===== src/rtl/nr_pkg.sv =====
// ---------------------------------------------------------------------------
// nr_pkg
// Shared types and constants for the Newton-Raphson reciprocal controller.
//   W           : datapath width of the Q1.11 estimate and the Q0.12 divisor
//   q111_t      : unsigned Q1.11 value
//   nr_state_t  : controller states
//   TWO_Q111    : 2.0 in Q1.11 (needs 13 bits)
//   SAT_Q111    : largest representable Q1.11 value
//   X0_DEFAULT  : default seed estimate (1.5)
// ---------------------------------------------------------------------------
package nr_pkg;

   localparam int W = 12;

   typedef logic [W-1:0] q111_t;

   typedef enum logic [1:0] {
      IDLE   = 2'd0,
      STEP_A = 2'd1,
      STEP_B = 2'd2,
      DONE   = 2'd3
   } nr_state_t;

   localparam logic [12:0] TWO_Q111   = 13'h1000;
   localparam q111_t       SAT_Q111   = 12'hFFF;
   localparam q111_t       X0_DEFAULT = 12'hC00;

endpackage


===== src/rtl/mul12.sv =====
// ---------------------------------------------------------------------------
// mul12
// Combinational 12x12 -> 24 unsigned multiplier.
//   i_a, i_b : 12-bit unsigned operands
//   o_p      : full 24-bit product
// ---------------------------------------------------------------------------
module mul12 (
   input  logic [11:0] i_a,
   input  logic [11:0] i_b,
   output logic [23:0] o_p
);

   assign o_p = {12'h000, i_a} * {12'h000, i_b};

endmodule


===== src/rtl/nr_recip_ctrl.sv =====
// ---------------------------------------------------------------------------
// nr_recip_ctrl
// Reciprocal of a normalized 12-bit divisor by Newton-Raphson iteration
// x(k+1) = x(k) * (2 - D*x(k)), using one shared mul12 over two cycles
// per iteration.
//   i_clk     : system clock, rising edge
//   i_rst_n   : synchronous reset, active-low
//   i_start   : request pulse, only honoured in IDLE
//   i_divisor : D, unsigned Q0.12, must have bit 11 set
//   o_busy    : high while iterating
//   o_done    : one-cycle pulse, o_recip/o_err valid
//   o_err     : divisor was not normalized
//   o_recip   : 1/D in unsigned Q1.11, held until the next result
// ---------------------------------------------------------------------------
module nr_recip_ctrl
   import nr_pkg::*;
#(
   parameter int    ITERS = 4,
   parameter q111_t X0    = X0_DEFAULT
) (
   input  logic          i_clk,
   input  logic          i_rst_n,
   input  logic          i_start,
   input  logic [W-1:0]  i_divisor,
   output logic          o_busy,
   output logic          o_done,
   output logic          o_err,
   output logic [W-1:0]  o_recip
);

   localparam logic [3:0] LAST_CNT = 4'(ITERS - 1);

   nr_state_t   r_state;
   q111_t       r_d;
   q111_t       r_x;
   q111_t       r_e;
   logic [3:0]  r_cnt;
   logic        r_busy;
   logic        r_done;
   logic        r_err;
   q111_t       r_recip;

   nr_state_t   w_state_nxt;
   q111_t       w_d_nxt;
   q111_t       w_x_nxt;
   q111_t       w_e_nxt;
   logic [3:0]  w_cnt_nxt;
   logic        w_err_nxt;

   q111_t       w_mul_a;
   q111_t       w_mul_b;
   logic [23:0] w_p;

   q111_t       w_t;
   logic [12:0] w_e_full;
   q111_t       w_e_sat;
   logic [23:0] w_q_shr;
   q111_t       w_x_sat;

   mul12 u_mul12 (
      .i_a (w_mul_a),
      .i_b (w_mul_b),
      .o_p (w_p)
   );

   // STEP_A: T = D*x truncated to Q1.11; e = 2 - T, which only overflows
   // 12 bits when T is zero, so that single case saturates.
   assign w_t      = w_p[23:12];
   assign w_e_full = TWO_Q111 - {1'b0, w_t};
   assign w_e_sat  = (w_e_full > {1'b0, SAT_Q111}) ? SAT_Q111 : w_e_full[11:0];

   // STEP_B: Q2.22 product back to Q1.11; anything >= 2.0 clips to all-ones.
   assign w_q_shr  = w_p >> 5'd11;
   assign w_x_sat  = (w_q_shr > {12'h000, SAT_Q111}) ? SAT_Q111 : w_q_shr[11:0];

   // Next-state, operand mux and datapath register updates.
   always_comb begin
      w_state_nxt = r_state;
      w_d_nxt     = r_d;
      w_x_nxt     = r_x;
      w_e_nxt     = r_e;
      w_cnt_nxt   = r_cnt;
      w_err_nxt   = r_err;
      w_mul_a     = 12'h000;
      w_mul_b     = 12'h000;
      case (r_state)
         IDLE: begin
            if (i_start) begin
               w_d_nxt   = i_divisor;
               w_cnt_nxt = 4'd0;
               if (i_divisor[11]) begin
                  w_x_nxt     = X0;
                  w_err_nxt   = 1'b0;
                  w_state_nxt = STEP_A;
               end else begin
                  w_x_nxt     = 12'h000;
                  w_err_nxt   = 1'b1;
                  w_state_nxt = DONE;
               end
            end else begin
               w_state_nxt = IDLE;
            end
         end
         STEP_A: begin
            w_mul_a     = r_d;
            w_mul_b     = r_x;
            w_e_nxt     = w_e_sat;
            w_state_nxt = STEP_B;
         end
         STEP_B: begin
            w_mul_a   = r_x;
            w_mul_b   = r_e;
            w_x_nxt   = w_x_sat;
            w_cnt_nxt = r_cnt + 4'd1;
            if (r_cnt == LAST_CNT) begin
               w_state_nxt = DONE;
            end else begin
               w_state_nxt = STEP_A;
            end
         end
         DONE: begin
            w_state_nxt = IDLE;
         end
         default: begin
            w_state_nxt = IDLE;
         end
      endcase
   end

   // State, datapath and registered outputs; outputs follow the next state
   // so they line up with the cycle the FSM is in.
   always_ff @(posedge i_clk) begin
      if (!i_rst_n) begin
         r_state <= IDLE;
         r_d     <= 12'h000;
         r_x     <= 12'h000;
         r_e     <= 12'h000;
         r_cnt   <= 4'd0;
         r_busy  <= 1'b0;
         r_done  <= 1'b0;
         r_err   <= 1'b0;
         r_recip <= 12'h000;
      end else begin
         r_state <= w_state_nxt;
         r_d     <= w_d_nxt;
         r_x     <= w_x_nxt;
         r_e     <= w_e_nxt;
         r_cnt   <= w_cnt_nxt;
         r_busy  <= (w_state_nxt == STEP_A) || (w_state_nxt == STEP_B);
         r_done  <= (w_state_nxt == DONE);
         r_err   <= w_err_nxt;
         // x is forced to zero on the error path, so this also gives recip=0.
         if (w_state_nxt == DONE) begin
            r_recip <= w_x_nxt;
         end else begin
            r_recip <= r_recip;
         end
      end
   end

   assign o_busy  = r_busy;
   assign o_done  = r_done;
   assign o_err   = r_err;
   assign o_recip = r_recip;

endmodule

===== config.mk =====
export PLATFORM = sky130hd
export DESIGN_NAME = nr_recip_ctrl
export DESIGN_NICKNAME = d
export VERILOG_FILES = /design/src/rtl/nr_pkg.sv /design/src/rtl/mul12.sv /design/src/rtl/nr_recip_ctrl.sv
export SDC_FILE = /design/constraint.sdc
export NUM_CORES = 1
export LEC_CHECK = 0
export BUFFER_PORTS_ARGS = -buffer_cell sky130_fd_sc_hd__buf_2
export CAP_MARGIN = 25
export CELL_PAD_IN_SITES_DETAIL_PLACEMENT = 1
export CELL_PAD_IN_SITES_GLOBAL_PLACEMENT = 1
export CORE_MARGIN = 3
export CORE_UTILIZATION = 44
export CTS_CLUSTER_SIZE = 24
export DETAILED_ROUTE_END_ITERATION = 8
export HOLD_SLACK_MARGIN = 0.12
export PLACE_DENSITY_LB_ADDON = 0.1
export SLEW_MARGIN = 20
export SYNTH_ARGS = -nofsm -noshare
export SYNTH_HDL_FRONTEND = slang
export SYNTH_HIERARCHICAL = 1
export SYNTH_SLANG_ARGS = --single-unit

===== constraint.sdc =====
create_clock -name i_clk -period 7.9 [get_ports i_clk]
set_clock_uncertainty 0.2 [all_clocks]
set_input_delay 0.79 -clock i_clk [delete_from_list [all_inputs] [get_ports i_clk]]
set_output_delay 0.79 -clock i_clk [all_outputs]
set_load 0.01 [all_outputs]

# Word level (Yosys, flattened, before mapping)
# Cells that the tools add are included.
# word_totals
ff_bits	57
out_inout_bits	15
word_cells	41
# op_classes
n_addsub	2
multipliers	1
order_cmp	2
eq_ne	8
n_mux	14
n_reduce_logical	5
# op_table
op	count
12-bit case mux with 2 select lines	3
12-bit two-way mux	4
13-bit by 12-bit > comparator with 1-bit output, second input constant	2
12-bit by 12-bit multiplier with 24-bit output	1
13-bit by 12-bit subtractor with 13-bit output, first input constant	1
2-bit equality test, second input constant	4
2-bit case mux with 4 select lines	1
4-bit case mux with 2 select lines	1
2-bit two-way mux	3
4-bit by 1-bit adder with 4-bit output, second input constant	1
2-bit by 1-bit equality test with 1-bit output, second input constant	2
4-bit by 2-bit equality test with 1-bit output, second input constant	1
4-bit two-way mux	1
2-bit AND reduction	2
2-bit zero test	1
2-bit inequality test, second input constant	1
2-bit nonzero test	1
1-bit logical OR	1
1-bit two-way mux	1

# Logic depth before layout (Yosys ltp)
# logic_depth
word_depth	6
depth_mapped	31
depth_no_buf	27

# By module
# Netlist, hierarchy kept.
# by_module_without_submodules
module	instances	cells_per_inst	area_per_inst_um2	seq_area_each_um2
mul12	1	569	4720.8	0.0
nr_recip_ctrl	1	329	2817.7	1141.1

# Worst setup path before layout
# No wires, ideal clock.
# synth_path
path_kind	register -> register
startpoint	register r_state[0]
endpoint	register r_e[0]
arrival_ns	7.403
t_required_ns	7.634
slack_ns	0.230
stages_incl_launch_ff	31
n_path_buf	4
synth_period_minus_slack_ns	7.670
path_cell_list	dfxtp_1 -> inv_1 -> ha_1 -> clkbuf_1 -> clkbuf_1 -> a22oi_1 -> nor2b_1 -> clkbuf_1 -> nand2_1 -> fa_1 -> inv_1 -> fa_1 -> inv_1 -> fa_1 -> inv_1 -> fa_1 -> inv_1 -> fa_1 -> inv_1 -> ha_1 -> a21oi_1 -> a21oi_1 -> a21bo_2 -> a31oi_1 -> nor4_1 -> a311o_1 -> or4_4 -> or2_4 -> o41a_1 -> buf_6 -> a21oi_2
# synth_between
elab_chain_len	6
elab_cells_between_ends	8
classes_between	add/sub: 1; mul: 1; order compare: 1; eq/ne: 2; mux: 3
# synth_rtl
element	line	rtl
start, declared	nr_recip_ctrl.sv:33	nr_state_t r_state;
start signal, assigned	nr_recip_ctrl.sv:144	r_state <= w_state_nxt;
2-bit equality test / 2-bit by 1-bit equality test with 1-bit output (equally long branches)	nr_recip_ctrl.sv:86	case (r_state)
12-bit case mux with 2 select lines *	nr_recip_ctrl.sv:86	
via w_mul_a[5]	nr_recip_ctrl.sv:50	q111_t w_mul_a;
12-bit by 12-bit multiplier with 24-bit output *	mul12.sv:13	assign o_p = {12'h000, i_a} * {12'h000, i_b};
via w_p[17]	nr_recip_ctrl.sv:52	logic [23:0] w_p;
13-bit by 12-bit subtractor with 13-bit output *	nr_recip_ctrl.sv:69	assign w_e_full = TWO_Q111 - {1'b0, w_t};
13-bit by 12-bit > comparator with 1-bit output *	nr_recip_ctrl.sv:70	assign w_e_sat = (w_e_full > {1'b0, SAT_Q111}) ? SAT_Q111 : w_e_full[11:0];
12-bit two-way mux *	nr_recip_ctrl.sv:70	
end signal, assigned	nr_recip_ctrl.sv:147	r_e <= w_e_nxt;
end, declared	nr_recip_ctrl.sv:36	q111_t r_e;
# Mark *: on every way through the listed nets, which the timed path passes. The rest lies on a longest branch.
# A chain may end at the register's enable or synchronous reset.

# Final worst setup path
# layout_path
startpoint	register r_state[1]
endpoint	register r_e[1]
# Same word-level chain as after synthesis.

==> flow_summary.yaml <==
detailed_routing:
  drc: 0
  first_pass_iters: 4
  antenna_left: 0
  routed_wl_mm: 21.7
  via_count: 6147
  drtIter0Drc: 269
  via_per_inst: 5.41
  avgRoutedWirePerCell_microns: 19.1
final_layout:
  n_antenna_cell: 0
  layout_common_cells: "inv_1, nand2_1, fa_1"
  layout_commonest_cell: "inv_1"
  fin_nets: 1101
  drive_gt1_share_pct: 10.5
  fin_area_sq_um: 8300
  area_delta_synth_final_pct: 11.3
place:
  gp_congestion: 0.953
  post-dp-hpwl_mm: 17.3
  dp_slack_ns: 0.134
  placed_cell_area_sq_um: 7960
  numPortBuffers: 29
clock_tree:
  cts-root-buf: "clkbuf_16"
  cts_max_path_buffers: 2
  clk_latency_ns: 0.32
  cts_buffers: 9
  clkTransAtPathRegs_ns: 0.05
  cts_num_sinks: 57
  cts_tree: "yes"
  cts_hold_buf: 0
  h-tree-depth: 3
timing:
  worst_pin_slew_ns: 0.822
  hold_viol: 0
  max_slew_margin_pct: 45.2
  min_period_ns: 7.61
  fin_crit_sh_pct: 96.3
  maxSlewViolCount: 0
  fmaxAchievable_ghz: 0.131
  setup_ws_ns: 0.292
  setup_viol: 0
grt:
  grt_remaining_overflow: 0
  grt_pass1_vias: 6652
  grt_start_max_net_pins: 58
  track_usage_pct: 24.5
  antenna_found_initial: 0
  grt_pass1_wl_mm: 35.3
floorplan:
  start_util_pct: 46.0
  dieWidth_microns: 136
  die_h_microns: 136
  core_sq_um: 16200
  ios: 30
  die_area_sq_um: 18600
  rows: 46
pwr:
  power_density_nw_per_um2: 89.6
  max-vdd-ir-drop_mv: 0.138
  p_leak_uw: 0.00426
worst_setup_path:
  worstSetupPathType: "reg2reg"
  required_ns: 7.95
  cp.arrival_ns: 7.66
  cp_max_fo: 25
  startpoint_type: "flop"
  critPathCaptureType: "flop"
synthesis:
  netlist_instances: 887
  yosys_warnings: 6
  syn-mean-instance-area_sq_um: 8.41
  netlist_area_sq_um: 7460
  syn_nets: 1071
worst_hold_path:
  min_path_type: "reg2reg"
status:
  status: "complete, no violations"
job:
  maxCapViolations: 0
what timing repair did:
| item | CTS | global route |
|---|---|---|
| buffers inserted | 0 | 3 |
| hold endpoints to repair | 0 | 0 |
| endpoints found under the setup margin | 0 | 12 |
| resized for setup | 0 | 14 |
worst max-delay path, cell delays in order, from the launching register on:
cell     delay [ns]
dfxtp_1        0.33
inv_1          0.08
ha_1           0.22
buf_6          0.18
a22oi_1        0.30
nor2b_1        0.14
buf_6          0.18
and2_1         0.16
fa_1           0.50
fa_1           0.52
fa_1           0.52
fa_1           0.56
inv_1          0.08
fa_1           0.54
inv_1          0.04
ha_1           0.37
a21oi_1        0.37
nand2_1        0.14
nand2_1        0.12
a31oi_2        0.06
a311o_1        0.40
or4_4          0.55
or2_4          0.29
o41a_4         0.51
a21oi_1        0.16
power breakdown:
part / total [uW] / internal [uW] / switching (uW)
combinational: 83.7 / 35.0 / 48.7
clock: 346 / 225 / 120
sequential: 315 / 305 / 10.1
flip-flops by register name, indices dropped and copies added, names as in the netlist:
name,flops
r_state,2
o_err,1
r_e,12
r_cnt,4
r_x,12
o_done,1
r_d,12
o_recip,12
o_busy,1
layout make-up:
cell class / count / area (sq um)
repair buffers: 70 / 479
flip-flops and latches: 57 / 1140
multi-input cells: 634 / 5600
fillers: 1960 / 7930
clock buffers: 14 / 264
inverters: 145 / 544
well taps: 216 / 270
through the flow:
| step | hold slack, ns | setup TNS [ns] | total power [uW] | utilization [%] | std cells |
|---|---|---|---|---|---|
| global placement | 0.248 | 0 | 398 | 49.0 | 1119 |
| CTS | 0.265 | 0 | 750 | 50.6 | 1133 |
| detailed placement | 0.257 | 0 | 401 | 49.0 | 1119 |
| global route | 0.289 | -0.0866 | 778 | 51.1 | 1136 |
| floorplan | 0.235 | 0 | 371 | - | 887 |
| finish | 0.265 | 0 | 744 | 51.1 | 1136 |
routing by layer:
layer	global-route usage (%)	wire, microns	vias up	part of all wire, %
met5	0	0	-	0
met4	9.01	699	0	3.2
met3	2.37	501	39	2.3
met2	44.6	11300	103	52
met1	30.1	9240	3124	43
li1	-	-	2881	-
worst paths after layout:
check / startpoint / endpoint / slack (ns) / depth (start not counted)
worst min-delay path: r_d[11]$_SDFFE_PN0P_ / r_d[11]$_SDFFE_PN0P_ / 0.27 / 2
worst min register to register: r_d[11]$_SDFFE_PN0P_ / r_d[11]$_SDFFE_PN0P_ / 0.27 / 2
worst max-delay path: r_state[1]$_SDFF_PN0_ / r_e[1]$_SDFFE_PN0N_ / 0.29 / 24
worst max register to register: r_state[1]$_SDFF_PN0_ / r_e[1]$_SDFFE_PN0N_ / 0.29 / 24
Note: power is estimated with default switching activity, not from simulation.
